<file path="config.mk">
export PLATFORM = sky130hd
export DESIGN_NAME = lcd_access_sched
export DESIGN_NICKNAME = d
export VERILOG_FILES = /design/src/rtl/lcd_pkg.sv /design/src/rtl/lcd_nibble_writer.sv /design/src/rtl/lcd_access_sched.sv
export SDC_FILE = /design/constraint.sdc
export NUM_CORES = 1
export LEC_CHECK = 0
export BUFFER_PORTS_ARGS = -buffer_cell sky130_fd_sc_hd__buf_2
export CAP_MARGIN = 20
export CORE_UTILIZATION = 50
export CTS_CLUSTER_SIZE = 10
export DETAILED_ROUTE_END_ITERATION = 12
export PLACE_DENSITY = 0.68
export SLEW_MARGIN = 5
export SYNTH_ARGS = -nofsm -noshare
export SYNTH_HDL_FRONTEND = slang
export SYNTH_SLANG_ARGS = --single-unit
</file>
<file path="constraint.sdc">
create_clock -name clk -period 3.11 [get_ports clk]
set_clock_uncertainty 0.05 [all_clocks]
set_input_delay 0.4665 -clock clk [delete_from_list [all_inputs] [get_ports clk]]
set_output_delay 0.4665 -clock clk [all_outputs]
set_load 0.005 [all_outputs]
</file>
<file path="src/rtl/lcd_pkg.sv">
// Shared types, init ROM and helpers for the HD44780 LCD access scheduler.
package lcd_pkg;

    localparam int unsigned CNT_W      = 22;
    localparam int unsigned INIT_STEPS = 8;

    typedef enum logic [2:0] {
        ST_PWR_WAIT,
        ST_INIT,
        ST_IDLE,
        ST_NIB_HI,
        ST_GAP,
        ST_NIB_LO,
        ST_CMD_WAIT
    } state_e;

    typedef enum logic [1:0] {
        W_IDLE,
        W_SETUP,
        W_E_HIGH,
        W_HOLD
    } wr_state_e;

    typedef enum logic [1:0] {
        WAIT_SHORT,
        WAIT_LONG,
        WAIT_INIT
    } wait_sel_e;

    typedef struct packed {
        logic      is_nibble;
        logic      rs;
        logic [7:0] value;
        wait_sel_e wait_sel;
    } init_step_t;

    // Power-on init steps: four lone nibbles, then four full command bytes.
    function automatic init_step_t init_rom(input logic [2:0] idx);
        case (idx)
            3'd0:    return '{1'b1, 1'b0, 8'h03, WAIT_INIT};
            3'd1:    return '{1'b1, 1'b0, 8'h03, WAIT_SHORT};
            3'd2:    return '{1'b1, 1'b0, 8'h03, WAIT_SHORT};
            3'd3:    return '{1'b1, 1'b0, 8'h02, WAIT_SHORT};
            3'd4:    return '{1'b0, 1'b0, 8'h28, WAIT_SHORT};
            3'd5:    return '{1'b0, 1'b0, 8'h0C, WAIT_SHORT};
            3'd6:    return '{1'b0, 1'b0, 8'h01, WAIT_LONG};
            default: return '{1'b0, 1'b0, 8'h06, WAIT_SHORT};
        endcase
    endfunction

    // Clear display / return home need the long execution wait.
    function automatic logic is_long_cmd(input logic rs, input logic [7:0] data);
        return !rs && ((data == 8'h01) || (data == 8'h02) || (data == 8'h03));
    endfunction

endpackage

</file>
<file path="src/rtl/lcd_nibble_writer.sv">
// Drives one nibble onto the LCD bus with setup, E pulse and hold timing.
module lcd_nibble_writer
    import lcd_pkg::*;
#(
    parameter int unsigned SETUP_CYC = 8,
    parameter int unsigned E_CYC     = 48,
    parameter int unsigned HOLD_CYC  = 4
) (
    input  logic       clk,
    input  logic       rst,
    input  logic       start,
    input  logic [3:0] nib,
    input  logic       rs,
    output logic       done_c,
    output logic       lcd_e,
    output logic [3:0] lcd_data,
    output logic       lcd_rs
);

    wr_state_e        state_q, state_d;
    logic [CNT_W-1:0] cnt_q, cnt_d;
    logic             e_q, e_d;
    logic [3:0]       data_q, data_d;
    logic             rs_q, rs_d;

    // Next-state: data/RS only change when E is low; done_c marks the last hold cycle.
    always_comb begin
        state_d = state_q;
        cnt_d   = cnt_q;
        e_d     = e_q;
        data_d  = data_q;
        rs_d    = rs_q;
        done_c  = 1'b0;
        case (state_q)
            W_IDLE: begin
                if (start) begin
                    data_d  = nib;
                    rs_d    = rs;
                    cnt_d   = CNT_W'(SETUP_CYC - 1);
                    state_d = W_SETUP;
                end
            end
            W_SETUP: begin
                if (cnt_q == '0) begin
                    e_d     = 1'b1;
                    cnt_d   = CNT_W'(E_CYC - 1);
                    state_d = W_E_HIGH;
                end else begin
                    cnt_d = cnt_q - CNT_W'(1);
                end
            end
            W_E_HIGH: begin
                if (cnt_q == '0) begin
                    e_d     = 1'b0;
                    cnt_d   = CNT_W'(HOLD_CYC - 1);
                    state_d = W_HOLD;
                end else begin
                    cnt_d = cnt_q - CNT_W'(1);
                end
            end
            default: begin
                if (cnt_q == '0) begin
                    done_c  = 1'b1;
                    state_d = W_IDLE;
                end else begin
                    cnt_d = cnt_q - CNT_W'(1);
                end
            end
        endcase
    end

    // State and bus registers; reset drops E immediately.
    always_ff @(posedge clk or negedge rst) begin
        if (!rst) begin
            state_q <= W_IDLE;
            cnt_q   <= '0;
            e_q     <= 1'b0;
            data_q  <= 4'h0;
            rs_q    <= 1'b0;
        end else begin
            state_q <= state_d;
            cnt_q   <= cnt_d;
            e_q     <= e_d;
            data_q  <= data_d;
            rs_q    <= rs_d;
        end
    end

    assign lcd_e    = e_q;
    assign lcd_data = data_q;
    assign lcd_rs   = rs_q;

endmodule

</file>
<file path="src/rtl/lcd_access_sched.sv">
// LCD owner: power-on init, round-robin arbitration of two byte sources, byte/wait sequencing.
module lcd_access_sched
    import lcd_pkg::*;
#(
    parameter int unsigned SETUP_CYC      = 8,
    parameter int unsigned E_CYC          = 48,
    parameter int unsigned HOLD_CYC       = 4,
    parameter int unsigned NIB_GAP_CYC    = 200,
    parameter int unsigned WAIT_SHORT_CYC = 8000,
    parameter int unsigned WAIT_LONG_CYC  = 328000,
    parameter int unsigned INIT_WAIT_CYC  = 820000,
    parameter int unsigned PWR_WAIT_CYC   = 3000000
) (
    input  logic        clk,
    input  logic        rst,
    input  logic [1:0]  req_valid,
    input  logic [1:0]  req_rs,
    input  logic [15:0] req_data,
    output logic [1:0]  req_ready,
    output logic        grant_id,
    output logic        init_done,
    output logic        busy,
    output logic [3:0]  lcd_data,
    output logic        lcd_e,
    output logic        lcd_rs,
    output logic        lcd_rw
);

    state_e           state_q, state_d;
    logic [CNT_W-1:0] cnt_q, cnt_d;
    logic [2:0]       step_q, step_d;
    logic             init_done_q, init_done_d;
    logic             busy_q, busy_d;
    logic             grant_q, grant_d;
    logic             rr_last_q, rr_last_d;
    logic [7:0]       cur_data_q, cur_data_d;
    logic             cur_rs_q, cur_rs_d;
    logic             cur_nib_only_q, cur_nib_only_d;
    wait_sel_e        cur_wait_q, cur_wait_d;

    logic             wr_start_c;
    logic [3:0]       wr_nib_c;
    logic             wr_rs_c;
    logic             wr_done_c;
    logic             g_c;
    logic [7:0]       sel_byte_c;
    logic             sel_rs_c;
    init_step_t       rom_step_c;

    // Reload value for the post-write execution wait.
    function automatic logic [CNT_W-1:0] wait_load(input wait_sel_e sel);
        case (sel)
            WAIT_LONG: return CNT_W'(WAIT_LONG_CYC - 1);
            WAIT_INIT: return CNT_W'(INIT_WAIT_CYC - 1);
            default:   return CNT_W'(WAIT_SHORT_CYC - 1);
        endcase
    endfunction

    // Sequencer, arbiter and nibble launch; ready is a same-cycle accept strobe in IDLE.
    always_comb begin
        state_d        = state_q;
        cnt_d          = cnt_q;
        step_d         = step_q;
        init_done_d    = init_done_q;
        grant_d        = grant_q;
        rr_last_d      = rr_last_q;
        cur_data_d     = cur_data_q;
        cur_rs_d       = cur_rs_q;
        cur_nib_only_d = cur_nib_only_q;
        cur_wait_d     = cur_wait_q;
        req_ready      = 2'b00;
        wr_start_c     = 1'b0;
        wr_nib_c       = cur_data_q[7:4];
        wr_rs_c        = cur_rs_q;
        rom_step_c     = init_rom(step_q);
        g_c            = (&req_valid) ? ~rr_last_q : req_valid[1];
        sel_byte_c     = g_c ? req_data[15:8] : req_data[7:0];
        sel_rs_c       = g_c ? req_rs[1] : req_rs[0];
        case (state_q)
            ST_PWR_WAIT: begin
                if (cnt_q == '0) state_d = ST_INIT;
                else             cnt_d   = cnt_q - CNT_W'(1);
            end
            ST_INIT: begin
                wr_start_c     = 1'b1;
                wr_nib_c       = rom_step_c.is_nibble ? rom_step_c.value[3:0]
                                                      : rom_step_c.value[7:4];
                wr_rs_c        = rom_step_c.rs;
                cur_data_d     = rom_step_c.value;
                cur_rs_d       = rom_step_c.rs;
                cur_nib_only_d = rom_step_c.is_nibble;
                cur_wait_d     = rom_step_c.wait_sel;
                state_d        = ST_NIB_HI;
            end
            ST_IDLE: begin
                if (|req_valid) begin
                    req_ready      = g_c ? 2'b10 : 2'b01;
                    grant_d        = g_c;
                    rr_last_d      = g_c;
                    cur_data_d     = sel_byte_c;
                    cur_rs_d       = sel_rs_c;
                    cur_nib_only_d = 1'b0;
                    cur_wait_d     = is_long_cmd(sel_rs_c, sel_byte_c) ? WAIT_LONG : WAIT_SHORT;
                    wr_start_c     = 1'b1;
                    wr_nib_c       = sel_byte_c[7:4];
                    wr_rs_c        = sel_rs_c;
                    state_d        = ST_NIB_HI;
                end
            end
            ST_NIB_HI: begin
                if (wr_done_c) begin
                    if (cur_nib_only_q) begin
                        cnt_d   = wait_load(cur_wait_q);
                        state_d = ST_CMD_WAIT;
                    end else begin
                        cnt_d   = CNT_W'(NIB_GAP_CYC - 1);
                        state_d = ST_GAP;
                    end
                end
            end
            ST_GAP: begin
                if (cnt_q == '0) begin
                    wr_start_c = 1'b1;
                    wr_nib_c   = cur_data_q[3:0];
                    state_d    = ST_NIB_LO;
                end else begin
                    cnt_d = cnt_q - CNT_W'(1);
                end
            end
            ST_NIB_LO: begin
                if (wr_done_c) begin
                    cnt_d   = wait_load(cur_wait_q);
                    state_d = ST_CMD_WAIT;
                end
            end
            ST_CMD_WAIT: begin
                if (cnt_q == '0) begin
                    if (init_done_q) begin
                        state_d = ST_IDLE;
                    end else if (step_q == 3'(INIT_STEPS - 1)) begin
                        init_done_d = 1'b1;
                        state_d     = ST_IDLE;
                    end else begin
                        step_d  = step_q + 3'd1;
                        state_d = ST_INIT;
                    end
                end else begin
                    cnt_d = cnt_q - CNT_W'(1);
                end
            end
            default: state_d = ST_PWR_WAIT;
        endcase
        busy_d = (state_d != ST_IDLE);
    end

    // Control registers; reset restarts the full power-on sequence with req0 favoured.
    always_ff @(posedge clk or negedge rst) begin
        if (!rst) begin
            state_q        <= ST_PWR_WAIT;
            cnt_q          <= CNT_W'(PWR_WAIT_CYC - 1);
            step_q         <= 3'd0;
            init_done_q    <= 1'b0;
            busy_q         <= 1'b1;
            grant_q        <= 1'b0;
            rr_last_q      <= 1'b1;
            cur_data_q     <= 8'h00;
            cur_rs_q       <= 1'b0;
            cur_nib_only_q <= 1'b0;
            cur_wait_q     <= WAIT_SHORT;
        end else begin
            state_q        <= state_d;
            cnt_q          <= cnt_d;
            step_q         <= step_d;
            init_done_q    <= init_done_d;
            busy_q         <= busy_d;
            grant_q        <= grant_d;
            rr_last_q      <= rr_last_d;
            cur_data_q     <= cur_data_d;
            cur_rs_q       <= cur_rs_d;
            cur_nib_only_q <= cur_nib_only_d;
            cur_wait_q     <= cur_wait_d;
        end
    end

    lcd_nibble_writer #(
        .SETUP_CYC (SETUP_CYC),
        .E_CYC     (E_CYC),
        .HOLD_CYC  (HOLD_CYC)
    ) u_writer (
        .clk      (clk),
        .rst      (rst),
        .start    (wr_start_c),
        .nib      (wr_nib_c),
        .rs       (wr_rs_c),
        .done_c   (wr_done_c),
        .lcd_e    (lcd_e),
        .lcd_data (lcd_data),
        .lcd_rs   (lcd_rs)
    );

    assign grant_id  = grant_q;
    assign init_done = init_done_q;
    assign busy      = busy_q;
    assign lcd_rw    = 1'b0;

endmodule
</file>
* Word-level counts from Yosys, hierarchy flattened *
Cells that the tools add are included.

storage, ports and cells
  word-level logic and storage cells = 134
  output and inout port bits = 12
  input bits = 22
  bits in registers = 74

cells by class
  eq/ne operators = 29
  bitwise logic cells = 3
  mux-type cells = 56
  reduce and logical (&&, ||, !) cells = 27
  $add $sub $neg = 3

operators with widths
  kind                                                 count
  2-to-1 mux 22 bit                                    8
  one-hot mux 22 bit (3 select lines)                  2
  one-hot mux 12 bit (6 select lines)                  1
  logical NOT 22 bit                                   2
  subtractor 22 x 1 -> 22 bit, second input constant   2
  one-hot mux 20 bit (2 select lines)                  1
  2-to-1 mux 2 bit                                     11
  equality test 3 bit, second input constant           7
  one-hot mux 3 bit (7 select lines)                   1
  2-to-1 mux 3 bit                                     6
  equality test 8 x 2 -> 1 bit, second input constant  2
  2-to-1 mux 8 bit                                     2
  one-hot mux 8 bit (2 select lines)                   1
  2-to-1 mux 1 bit                                     13
  equality test 3 x 2 -> 1 bit, second input constant  4
  2-to-1 mux 4 bit                                     3
  one-hot mux 4 bit (3 select lines)                   1
  AND reduction 2 bit                                  6
  AND reduction 4 bit                                  3
  != test 2 x 1 -> 1 bit, second input constant        5
  equality test 8 x 1 -> 1 bit, second input constant  1
  equality test 3 x 1 -> 1 bit, second input constant  2
  logical NOT 3 bit                                    2
  one-hot mux 1 bit (2 select lines)                   3
  19 further kinds                                     29

* Logic depth before layout (Yosys ltp) *
Gate-level depths: netlist of run 1.

  depth after elaboration = 10
  depth in mapped cells = 10
  depth with buffers taken out = 8

* Modules after synthesis *
A second synthesis of run 1 with hierarchy kept.

second synthesis, totals
  cell total of the unflattened synthesis = 512
  area, all modules = 4,713.3 um^2

by module, submodules not included
  module             cells an instance  times used  area an instance (um^2)
  lcd_access_sched   328                1           2,925.3
  lcd_nibble_writer  184                1           1,788.0

* Worst setup path after synthesis of run 1 *
OpenSTA, ideal clock, no wires.

  kind = reg2reg
  from = register cnt_q[18]
  to = register u_writer.cnt_q[20]
  setup slack = 0.784 ns
  setup time = 0.092 ns
  period minus slack after synthesis = 2.326 ns
  stages on the path, launching flop included = 8
  arrival time = 2.183 ns
  required time = 2.968 ns
  cells stage by stage = dfstp_2 -> or4_4 -> nor4_2 -> nand4_2 -> o2bb2ai_2 -> or3_1 -> buf_2 -> o31ai_2

between the ends
  word-level cells in the longest chain between the ends = 5

ends and longest elaborated chain
  element                             RTL line                 text
  start: declaration                  lcd_access_sched.sv:30   logic [CNT_W-1:0] cnt_q, cnt_d;
  start signal: assignment            lcd_access_sched.sv:160  cnt_q <= CNT_W'(PWR_WAIT_CYC - 1);
  start signal: assignment            lcd_access_sched.sv:172  cnt_q <= cnt_d;
  logical NOT 22 bit                  lcd_access_sched.sv:122  if (cnt_q == '0) begin
  2-to-1 mux 1 bit                    lcd_access_sched.sv:122
  one-hot mux 1 bit (3 select lines)  lcd_access_sched.sv:79   case (state_q)
  != test 2 x 1 -> 1 bit (no line)    --
  AND reduction 2 bit (no line)       --
  end signal: assignment              lcd_nibble_writer.sv:82  cnt_q <= cnt_d;
  end: declaration                    lcd_nibble_writer.sv:21  logic [CNT_W-1:0] cnt_q, cnt_d;

No other way between the ends.
A chain may end at the register's enable or synchronous reset.

* Worst setup path in the final report of run 1 *
  from = register cnt_q[10]
  to = register u_writer.cnt_q[20]

The elaborated chain is that of the path after synthesis.

==> results of run 1 <==
registers in the layout (all words and copies together), names as in the netlist:
name	flops
u_writer.state_q	2
cur_data_q	8
rr_last_q	1
u_writer.lcd_e	1
cnt_q	22
init_done	1
cur_nib_only_q	1
u_writer.lcd_data	4
cur_wait_q	2
step_q	3
busy	1
u_writer.lcd_rs	1
u_writer.cnt_q	22
cur_rs_q	1
grant_id	1
state_q	3
cell families after synthesis:
kind of cell             synth area share [%]
AND/OR/NAND/NOR                          22.1
AO/OA/AOI/OAI                            23.6
flip-flops                               39.9
buffers and inverters                    3.73
multiplexers                             4.42
adder cells (fa/ha/maj)                  5.06
XOR/XNOR                                 1.12
other                                  0.0798
final timing paths:
| kind | to | slack, ns |
|---|---|---|
| worst max-delay path | u_writer.cnt_q[20] | 0.37 |
| worst min-delay path | cnt_q[8] | 0.21 |
| worst max register to register | u_writer.cnt_q[20] | 0.37 |
| worst min register to register | grant_id | 0.43 |
| max in group asynchronous | u_writer.cnt_q[11] | 2.20 |
| min in group clk | rr_last_q | 0.24 |
layout make-up:
type	instances	area (sq um)	share of cell area (%)
multi-input combinational	422	2660	50.5
clock inverter	6	105	2.00
timing repair buffer	46	280	5.33
tap	111	139	2.64
sequential	74	1870	35.6
inverter	20	75.1	1.43
clock buffer	10	128	2.43
worst register-to-register path: cells and delay by family, from the launching register on:
family             cells  cell delay [ns]
AOI/OAI and AO/OA      2             0.51
and+or+nand+nor        4             1.69
DFF                    1             0.39
Yosys cell counts (4+ instances only):
cell type / instances / area [sq um]
o21ai_1: 27 / 135
buf_2: 8 / 40.0
dfrtp_1: 57 / 1430
and3_1: 5 / 31.3
nor4_2: 5 / 62.6
or3_1: 9 / 56.3
nand2_1: 35 / 131
nor4_1: 10 / 62.6
nand3_1: 6 / 30.0
xor2_1: 5 / 43.8
o211ai_1: 4 / 30.0
mux2i_1: 14 / 140
a211oi_1: 5 / 37.5
dfstp_2: 17 / 447
o31ai_1: 4 / 30.0
a31oi_1: 10 / 62.6
clkbuf_1: 14 / 52.6
inv_1: 20 / 75.1
nor3_1: 20 / 100
nor2_1: 68 / 255
nand2b_1: 10 / 62.6
ha_1: 19 / 238
o21ai_0: 40 / 200
o41ai_1: 5 / 43.8
a21o_1: 8 / 60.1
a21oi_1: 39 / 195
mux2_2: 5 / 56.3
and2_1: 5 / 31.3
metrics by stage:
step	std cells	hold WS, ns
CTS	689	0.231
finish	689	0.207
floorplan	539	0.121
global route	689	0.230
global placement	673	0.406
detailed placement	673	0.415
power breakdown:
group          internal [W]  switching [W]   total, W
sequential         0.000963              0   0.000963
clock              0.000529       0.000368   0.000897
combinational     0.0000171      0.0000337  0.0000508
routing by layer:
layer  vias to the layer above  global-route usage, %  share of wire (%)
met5                         -                      0                  0
met2                       116                   38.1                 46
met4                         0                   9.07                1.5
li1                       2041                      -                  -
met1                      2008                   34.6                 48
met3                        15                   4.89                4.4
==> results.py, run 1 <==
metrics = {
    "status": {
        "outcome": "finished, final reports clean",
    },
    "setup_path": {
        "path_depth": 6,
        "critPathLaunch": "cnt_q[10]",
        "reg2regPathDepth": 6,
        "required_ns": 3.32,
        "start_kind": "register",
        "path_delay_family": "simple AND/OR/NAND/NOR gates",
        "critPathSlowestCell": "or4_4",
        "cp-end-kind": "register",
        "crit_chain": "or4_4 > nor3_1 > nand4_2 > o2bb2ai_2 > or3_1 > o31ai_2",
        "crit_buf_inv": 0,
        "crit_type": "reg -> reg",
        "critical_path.max_stage_delay_ns": 0.56,
        "r2r_start": "cnt_q[10]",
        "critical_path.max_fanout": 9,
        "cp.arrival_ns": 2.95,
    },
    "route": {
        "wl_mm": 11.4,
        "first_pass_iters": 4,
        "viasPerCell": 6.07,
        "drc": 0,
        "vias": 4180,
        "drt_iter0_drc": 205,
        "ant_nets": 0,
        "wl_per_cell_um": 16.5,
    },
    "logic_synthesis": {
        "ys_seq_area_share_pct": 39.9,
        "synth.avg_cell_area_sq_um": 8.72,
        "ys_types": 68,
        "synth-edff-count": 0,
        "synth_seq_cells": 74,
        "syn_inst": 539,
        "netlist_area_sq_um": 4700,
        "ys_warn_count": 0,
        "synth_nets": 580,
        "synthArstFlopShare_pct": 100,
        "synth-main-ff-cell": "dfrtp_1",
    },
    "floorplan": {
        "die_w_um": 98.9,
        "core_sq_um": 9150,
        "io_pins": 34,
        "initial_core_util_pct": 51.3,
        "die_h_um": 98.9,
        "die_area_sq_um": 9790,
        "rows": 35,
    },
    "clock_tree": {
        "htreeDepth": 3,
        "cts_setup_buffers": 0,
        "clockBufferDepth": 2,
        "root_buffer": "clkbuf_8",
        "postCtsHoldBufs": 0,
        "clk_latency_ns": 0.35,
        "cts.sinks": 74,
        "numCtsBuffers": 9,
        "clk_pin_slew_worst_paths_ns": 0.08,
        "post_cts_resized": 0,
        "tritoncts": "built",
    },
    "global_route": {
        "antenna_found_initial": 0,
        "grt_pass1_vias": 4067,
        "grt_util_all_layers_pct": 24.7,
        "grt_overflow": 0,
        "grt_first_pass_wirelength_mm": 19.4,
        "grt_max_degree": 75,
    },
    "final_layout": {
        "final_common_cell": "nor2_1",
        "final_cell_area_sq_um": 5260,
        "insertedDiodeCount": 0,
        "final_cell_mix": "68 x nor2_1, 57 x dfrtp_1, 40 x o21ai_0",
        "syn2layout_area_growth_pct": 11.9,
        "final_core_util_pct": 57.4,
        "drive_gt1_share_pct": 18.2,
        "fillCellCount": 810,
        "finalNetCount": 614,
    },
    "power": {
        "p_leak_nw": 2.39,
        "ir_worst_vdd_uv": 177,
        "powerDensity_nw_per_um2": 363,
        "finalPower_w": 0.00191,
    },
    "placed_design": {
        "placed_area_sq_um": 5020,
        "dpl.hpwl_mm": 8.18,
        "dp_slack_ns": 0.388,
        "port_buffers": 32,
        "gp_congestion": 0.968,
    },
    "sta": {
        "finalWorstSetupSlack_ns": 0.370,
        "finalCritPeriodShare_pct": 88.1,
        "period_needed_ns": 2.74,
        "setup_viol": 0,
        "hold_viol": 0,
        "rsz0062_at_grt": "no",
        "slew_headroom_pct": 36.9,
        "setup_tns_ns": 0,
        "tightest_slew_ns": 0.946,
        "fmax_mhz": 365,
        "slew_violations": 0,
    },
    "worst_hold_path": {
        "hp-class": "in -> async",
    },
    "flow_run": {
        "max-cap-violations": 0,
    },
}
Power figures use the tool's default switching activity.
==> run 2: changes to the inputs <==
Settings changed: CORE_UTILIZATION 50 to 55, PLACE_DENSITY 0.68 to 0.74.
==> run 2 against run 1 <==
Sequential power hardly changed. Sequential cell count did not move. Via count grew 0.55%. Wire length down 3.1%. Register-to-register slack better by 0.05 ns. Non-clock buffer count down 3. Worst hold slack got worse by 0.0080 ns. Global-route usage is 1.4 points higher. Clock power fell by 6.7%. Power down 3.2%. Fmax grew 1.9%. Cell count fell by 1.3%. Critical path type unchanged. Largest power group unchanged.
==> results.py, run 2 (synthesis results as in run 1) <==
metrics = {
    "final_layout": {
        "reg_top3": "cnt_q x22, u_writer.cnt_q x22, cur_data_q x8",
        "insertedDiodeCount": 0,
        "syn2layout_area_growth_pct": 10.7,
        "fillCellCount": 698,
        "finalNetCount": 611,
        "final-seq-area_sq_um": 1870,
        "drive_gt1_share_pct": 17.9,
        "final_cell_mix": "68 x nor2_1, 57 x dfrtp_1, 40 x o21ai_0",
        "final_common_cell": "nor2_1",
        "multi_input_area_sq_um": 2660,
        "final_cell_area_sq_um": 5200,
    },
    "setup_path": {
        "critPathSlowestCell": "or3_1",
        "cp-end-kind": "register",
        "cp.arrival_ns": 2.90,
        "rrSetupSlack_ns": 0.42,
        "r2r_start": "cnt_q[11]",
        "critical_path.max_stage_delay_ns": 0.56,
        "required_ns": 3.32,
        "r2r-end": "u_writer.cnt_q[20]",
        "critical_path.max_fanout": 11,
        "crit_type": "reg -> reg",
        "reg2regPathDepth": 6,
        "crit_chain": "or4_4 > nor3_1 > nand4_2 > o2bb2ai_2 > or3_1 > o31ai_2",
        "start_kind": "register",
    },
    "status": {
        "outcome": "finished, final reports clean",
    },
    "clock_tree": {
        "htreeDepth": 3,
        "cts.sinks": 74,
        "postCtsHoldBufs": 0,
        "numCtsBuffers": 9,
        "root_buffer": "clkbuf_8",
        "post_cts_resized": 0,
        "cts_setup_buffers": 0,
        "tritoncts": "built",
        "clk_pin_slew_worst_paths_ns": 0.09,
        "clk_latency_ns": 0.35,
        "clockBufferDepth": 2,
    },
    "power": {
        "p_leak_nw": 2.35,
        "ir_worst_vdd_uv": 316,
        "powerDensity_nw_per_um2": 356,
    },
    "global_route": {
        "grt_first_pass_wirelength_mm": 18.4,
        "grt_max_degree": 75,
        "grt_pass1_vias": 3889,
        "antenna_found_initial": 0,
        "grt_overflow": 0,
        "grt_util_all_layers_pct": 26.1,
    },
    "placed_design": {
        "gp_congestion": 0.919,
        "dpl.hpwl_mm": 7.91,
        "port_buffers": 32,
        "placed_area_sq_um": 4980,
        "dp_slack_ns": 0.440,
    },
    "route": {
        "ant_nets": 0,
        "viasPerCell": 6.18,
        "vias": 4203,
        "drc": 0,
        "wl_per_cell_um": 16.2,
        "wl_mm": 11.0,
        "first_pass_iters": 5,
        "drt_iter0_drc": 278,
    },
    "sta": {
        "fmax_mhz": 372,
        "hold_viol": 0,
        "slew_headroom_pct": 38.1,
        "finalCritPeriodShare_pct": 86.5,
        "tightest_slew_ns": 0.928,
        "rsz0062_at_grt": "no",
        "finalWorstSetupSlack_ns": 0.421,
        "setup_viol": 0,
        "period_needed_ns": 2.69,
        "slew_violations": 0,
        "setup_tns_ns": 0,
    },
    "floorplan": {
        "io_pins": 34,
        "core_sq_um": 8260,
        "die_area_sq_um": 8920,
        "die_h_um": 94.4,
        "initial_core_util_pct": 56.9,
        "die_w_um": 94.4,
        "rows": 33,
    },
    "flow_run": {
        "max-cap-violations": 0,
    },
    "worst_hold_path": {
        "hp-class": "in -> async",
    },
}
-- run 2: changes by cell type in the layout (fill, tap and decap cells not counted) --
cell / change
buf_4: -2
clkinvlp_4: +2
buf_12: -1
bufinv_16: -1
clkbuf_1: -1
clkinv_2: -1
clkinv_4: +1
-- run 2: power by group --
| group | total (W) | switching (W) | leakage, nW | internal, W |
|---|---|---|---|---|
| combinational | 0.0000507 | 0.0000336 | 1.34 | 0.0000171 |
| clock | 0.000837 | 0.000386 | 0.105 | 0.000450 |
| sequential | 0.000963 | 0 | 0.905 | 0.000963 |
-- run 2: how the worst max path moves through the flow --
stage,startpoint,endpoint,slack [ns],depth (start not counted)
after floorplan,cnt_q[18],u_writer.cnt_q[20],0.78,7
after global placement,cnt_q[10],u_writer.cnt_q[10],0.48,6
after detailed placement,cnt_q[10],u_writer.cnt_q[20],0.44,6
after CTS,cnt_q[10],u_writer.cnt_q[20],0.43,6
after global routing,cnt_q[6],u_writer.cnt_q[4],0.23,6
final,cnt_q[11],u_writer.cnt_q[20],0.42,6
-- run 2: worst max-delay path, delay by kind of cell (launching register included) --
| family | cells | cell delay (ns) |
|---|---|---|
| AND/OR/NAND/NOR | 4 | 1.64 |
| AO/OA/AOI/OAI | 2 | 0.51 |
| flip-flops | 1 | 0.40 |
-- run 2: cell type report --
cell class,instances,area share [%]
clock buffer,9,2.38
clock inverter,7,1.81
inverter,20,1.44
multi-input combinational,422,51.1
sequential,74,36.0
tap,105,2.53
timing repair buffer,43,4.72
-- run 2: layer usage --
layer	GRT usage (%)	part of all wire [%]	vias to the layer above
li1	-	-	2039
met2	43.5	48	120
met1	35.4	46	2036
met5	0	0	-
met4	6.41	0.77	0
met3	4.35	5.3	8
-- run 2: stage by stage --
stage | instances | hold slack, ns | total power (W) | utilization [%]
after floorplan | 539 | 0.121 | 0.000994 | -
after global placement | 664 | 0.403 | 0.00103 | 60.3
after detailed placement | 664 | 0.410 | 0.00103 | 60.3
after CTS | 680 | 0.231 | 0.00187 | 63.0
after global routing | 680 | 0.249 | 0.00190 | 63.0
final | 680 | 0.199 | 0.00185 | 63.0
==> run 3: changes to the inputs <==
Settings changed: GPL_TIMING_DRIVEN set to 0, MAX_ROUTING_LAYER set to met4, SKIP_CTS_REPAIR_TIMING set to 1.
==> run 3 against run 2 <==
Cell area up 0.31%. Clock power down 11%. Die area unchanged.
==> results.py, run 3 (synthesis results as in run 1) <==
metrics = {
    "route": {
        "drt_iter0_drc": 240,
        "viasPerCell": 6.22,
        "wl_per_cell_um": 16.5,
        "wl_mm": 11.4,
        "drc": 0,
        "ant_nets": 0,
        "vias": 4311,
        "first_pass_iters": 5,
    },
    "clock_tree": {
        "clockBufferDepth": 2,
        "cts.sinks": 74,
        "numCtsBuffers": 9,
        "clk_pin_slew_worst_paths_ns": 0.09,
        "root_buffer": "clkbuf_8",
        "tritoncts": "built",
        "htreeDepth": 3,
        "clk_latency_ns": 0.36,
    },
    "global_route": {
        "grt_overflow": 0,
        "grt_max_degree": 42,
        "grt_first_pass_wirelength_mm": 19.1,
        "antenna_found_initial": 0,
        "grt_pass1_vias": 4134,
        "grt_util_all_layers_pct": 28.0,
    },
    "sta": {
        "setup_tns_ns": 0,
        "setup_viol": 0,
        "finalCritPeriodShare_pct": 91.5,
        "rsz0062_at_grt": "no",
        "period_needed_ns": 2.85,
        "hold_viol": 0,
        "fmax_mhz": 351,
        "slew_violations": 0,
        "finalWorstSetupSlack_ns": 0.264,
        "tightest_slew_ns": 0.891,
        "slew_headroom_pct": 39.7,
    },
    "placed_design": {
        "dp_cells": 677,
        "dpl.hpwl_mm": 8.29,
        "dp_slack_ns": 0.283,
        "port_buffers": 32,
        "gp_congestion": 0.930,
    },
    "setup_path": {
        "cp-end-kind": "register",
        "r2r_start": "cnt_q[0]",
        "critPathLaunch": "cnt_q[0]",
        "critical_path.max_fanout": 10,
        "required_ns": 3.34,
        "critical_path.max_stage_delay_ns": 0.42,
        "crit_buf_inv": 2,
        "path_delay_family": "simple AND/OR/NAND/NOR gates",
        "crit_chain": "inv_1 > ha_1 > or3b_1 > nor4_2 > a31oi_1 > nor2_2 > buf_2 > o21ai_0 > o21ai_1",
        "crit_type": "reg -> reg",
        "critPathSlowestCell": "nor2_2",
        "cp.arrival_ns": 3.08,
        "start_kind": "register",
    },
    "final_layout": {
        "syn2layout_area_growth_pct": 11.0,
        "final_common_cell": "nor2_1",
        "insertedDiodeCount": 0,
        "final_cell_mix": "68 x nor2_1, 57 x dfrtp_1, 40 x o21ai_0",
        "fillCellCount": 730,
        "final_cells": 693,
        "finalNetCount": 624,
        "drive_gt1_share_pct": 17.2,
        "reg_top3": "cnt_q x22, u_writer.cnt_q x22, cur_data_q x8",
    },
    "power": {
        "p_leak_nw": 2.35,
        "finalPower_w": 0.00176,
        "powerDensity_nw_per_um2": 338,
        "ir_worst_vdd_uv": 241,
    },
    "status": {
        "outcome": "finished, final reports clean",
    },
    "floorplan": {
        "io_pins": 34,
        "rows": 33,
        "die_area_sq_um": 8920,
        "initial_core_util_pct": 56.9,
        "core_sq_um": 8260,
        "die_w_um": 94.4,
        "die_h_um": 94.4,
    },
    "worst_hold_path": {
        "hp-class": "in -> async",
    },
    "flow_run": {
        "max-cap-violations": 0,
    },
}
[run 3: cell types whose count changed in the layout (fill, tap and decap cells not counted), sizes merged]
cell / delta
clkbuf: +14
clkinvlp: -1
buf: -1
clkinv: +2
bufinv: -1
[run 3: through the flow]
stage               hold WS, ns  util (%)  instance area (sq um)
floorplan                 0.121         -                   4700
global placement          0.402      60.4                   4990
detailed placement        0.392      60.7                   5010
CTS                     0.00913      63.0                   5210
global route             0.0305      63.2                   5220
finish                  0.00499      63.2                   5220
[run 3: final cells by class]
cell class                 instances  area [sq um]  share of cell area (%)
tap                              105           131                    2.52
multi-input combinational        422          2660                    51.0
timing repair buffer              33           183                    3.50
clock inverter                     7          70.1                    1.34
inverter                          20          75.1                    1.44
sequential                        74          1870                    35.9
clock buffer                       9           124                    2.38
buffer                            23           100                    1.92
[run 3: worst reg2reg max path, stage by stage (launching register included)]
cell	delay, ns
dfstp_2	0.39
inv_1	0.09
ha_1	0.14
or3b_1	0.40
nor4_2	0.41
a31oi_1	0.36
nor2_2	0.42
buf_2	0.30
o21ai_0	0.13
o21ai_1	0.09
[run 3: worst paths after layout]
| kind | endpoint | slack (ns) | cells past startpoint |
|---|---|---|---|
| worst max-delay path | cnt_q[15] | 0.26 | 9 |
| worst min-delay path | cnt_q[11] | 0.005 | 1 |
| worst max register to register | cnt_q[15] | 0.26 | 9 |
| worst min register to register | grant_id | 0.43 | 1 |
| max in group asynchronous | cnt_q[1] | 2.37 | 2 |
| min in group clk | rr_last_q | 0.26 | 2 |
[run 3: per-layer routing]
| layer | vias to the layer above | GRT usage [%] | wire length, um |
|---|---|---|---|
| met3 | 24 | 4.03 | 539 |
| met1 | 2084 | 36.4 | 5320 |
| met5 | - | - | 0 |
| met2 | 145 | 43.2 | 5320 |
| met4 | 0 | 12.9 | 257 |
| li1 | 2058 | - | - |
[run 3: power by group]
| group | switching, W | total (W) | leakage, nW | internal [W] |
|---|---|---|---|---|
| clock network | 0.000378 | 0.000747 | 0.0990 | 0.000369 |
| logic | 0.0000353 | 0.0000554 | 1.35 | 0.0000201 |
| registers | 0 | 0.000963 | 0.905 | 0.000963 |
| total | 0.000413 | 0.00176 | 2.35 | 0.00135 |
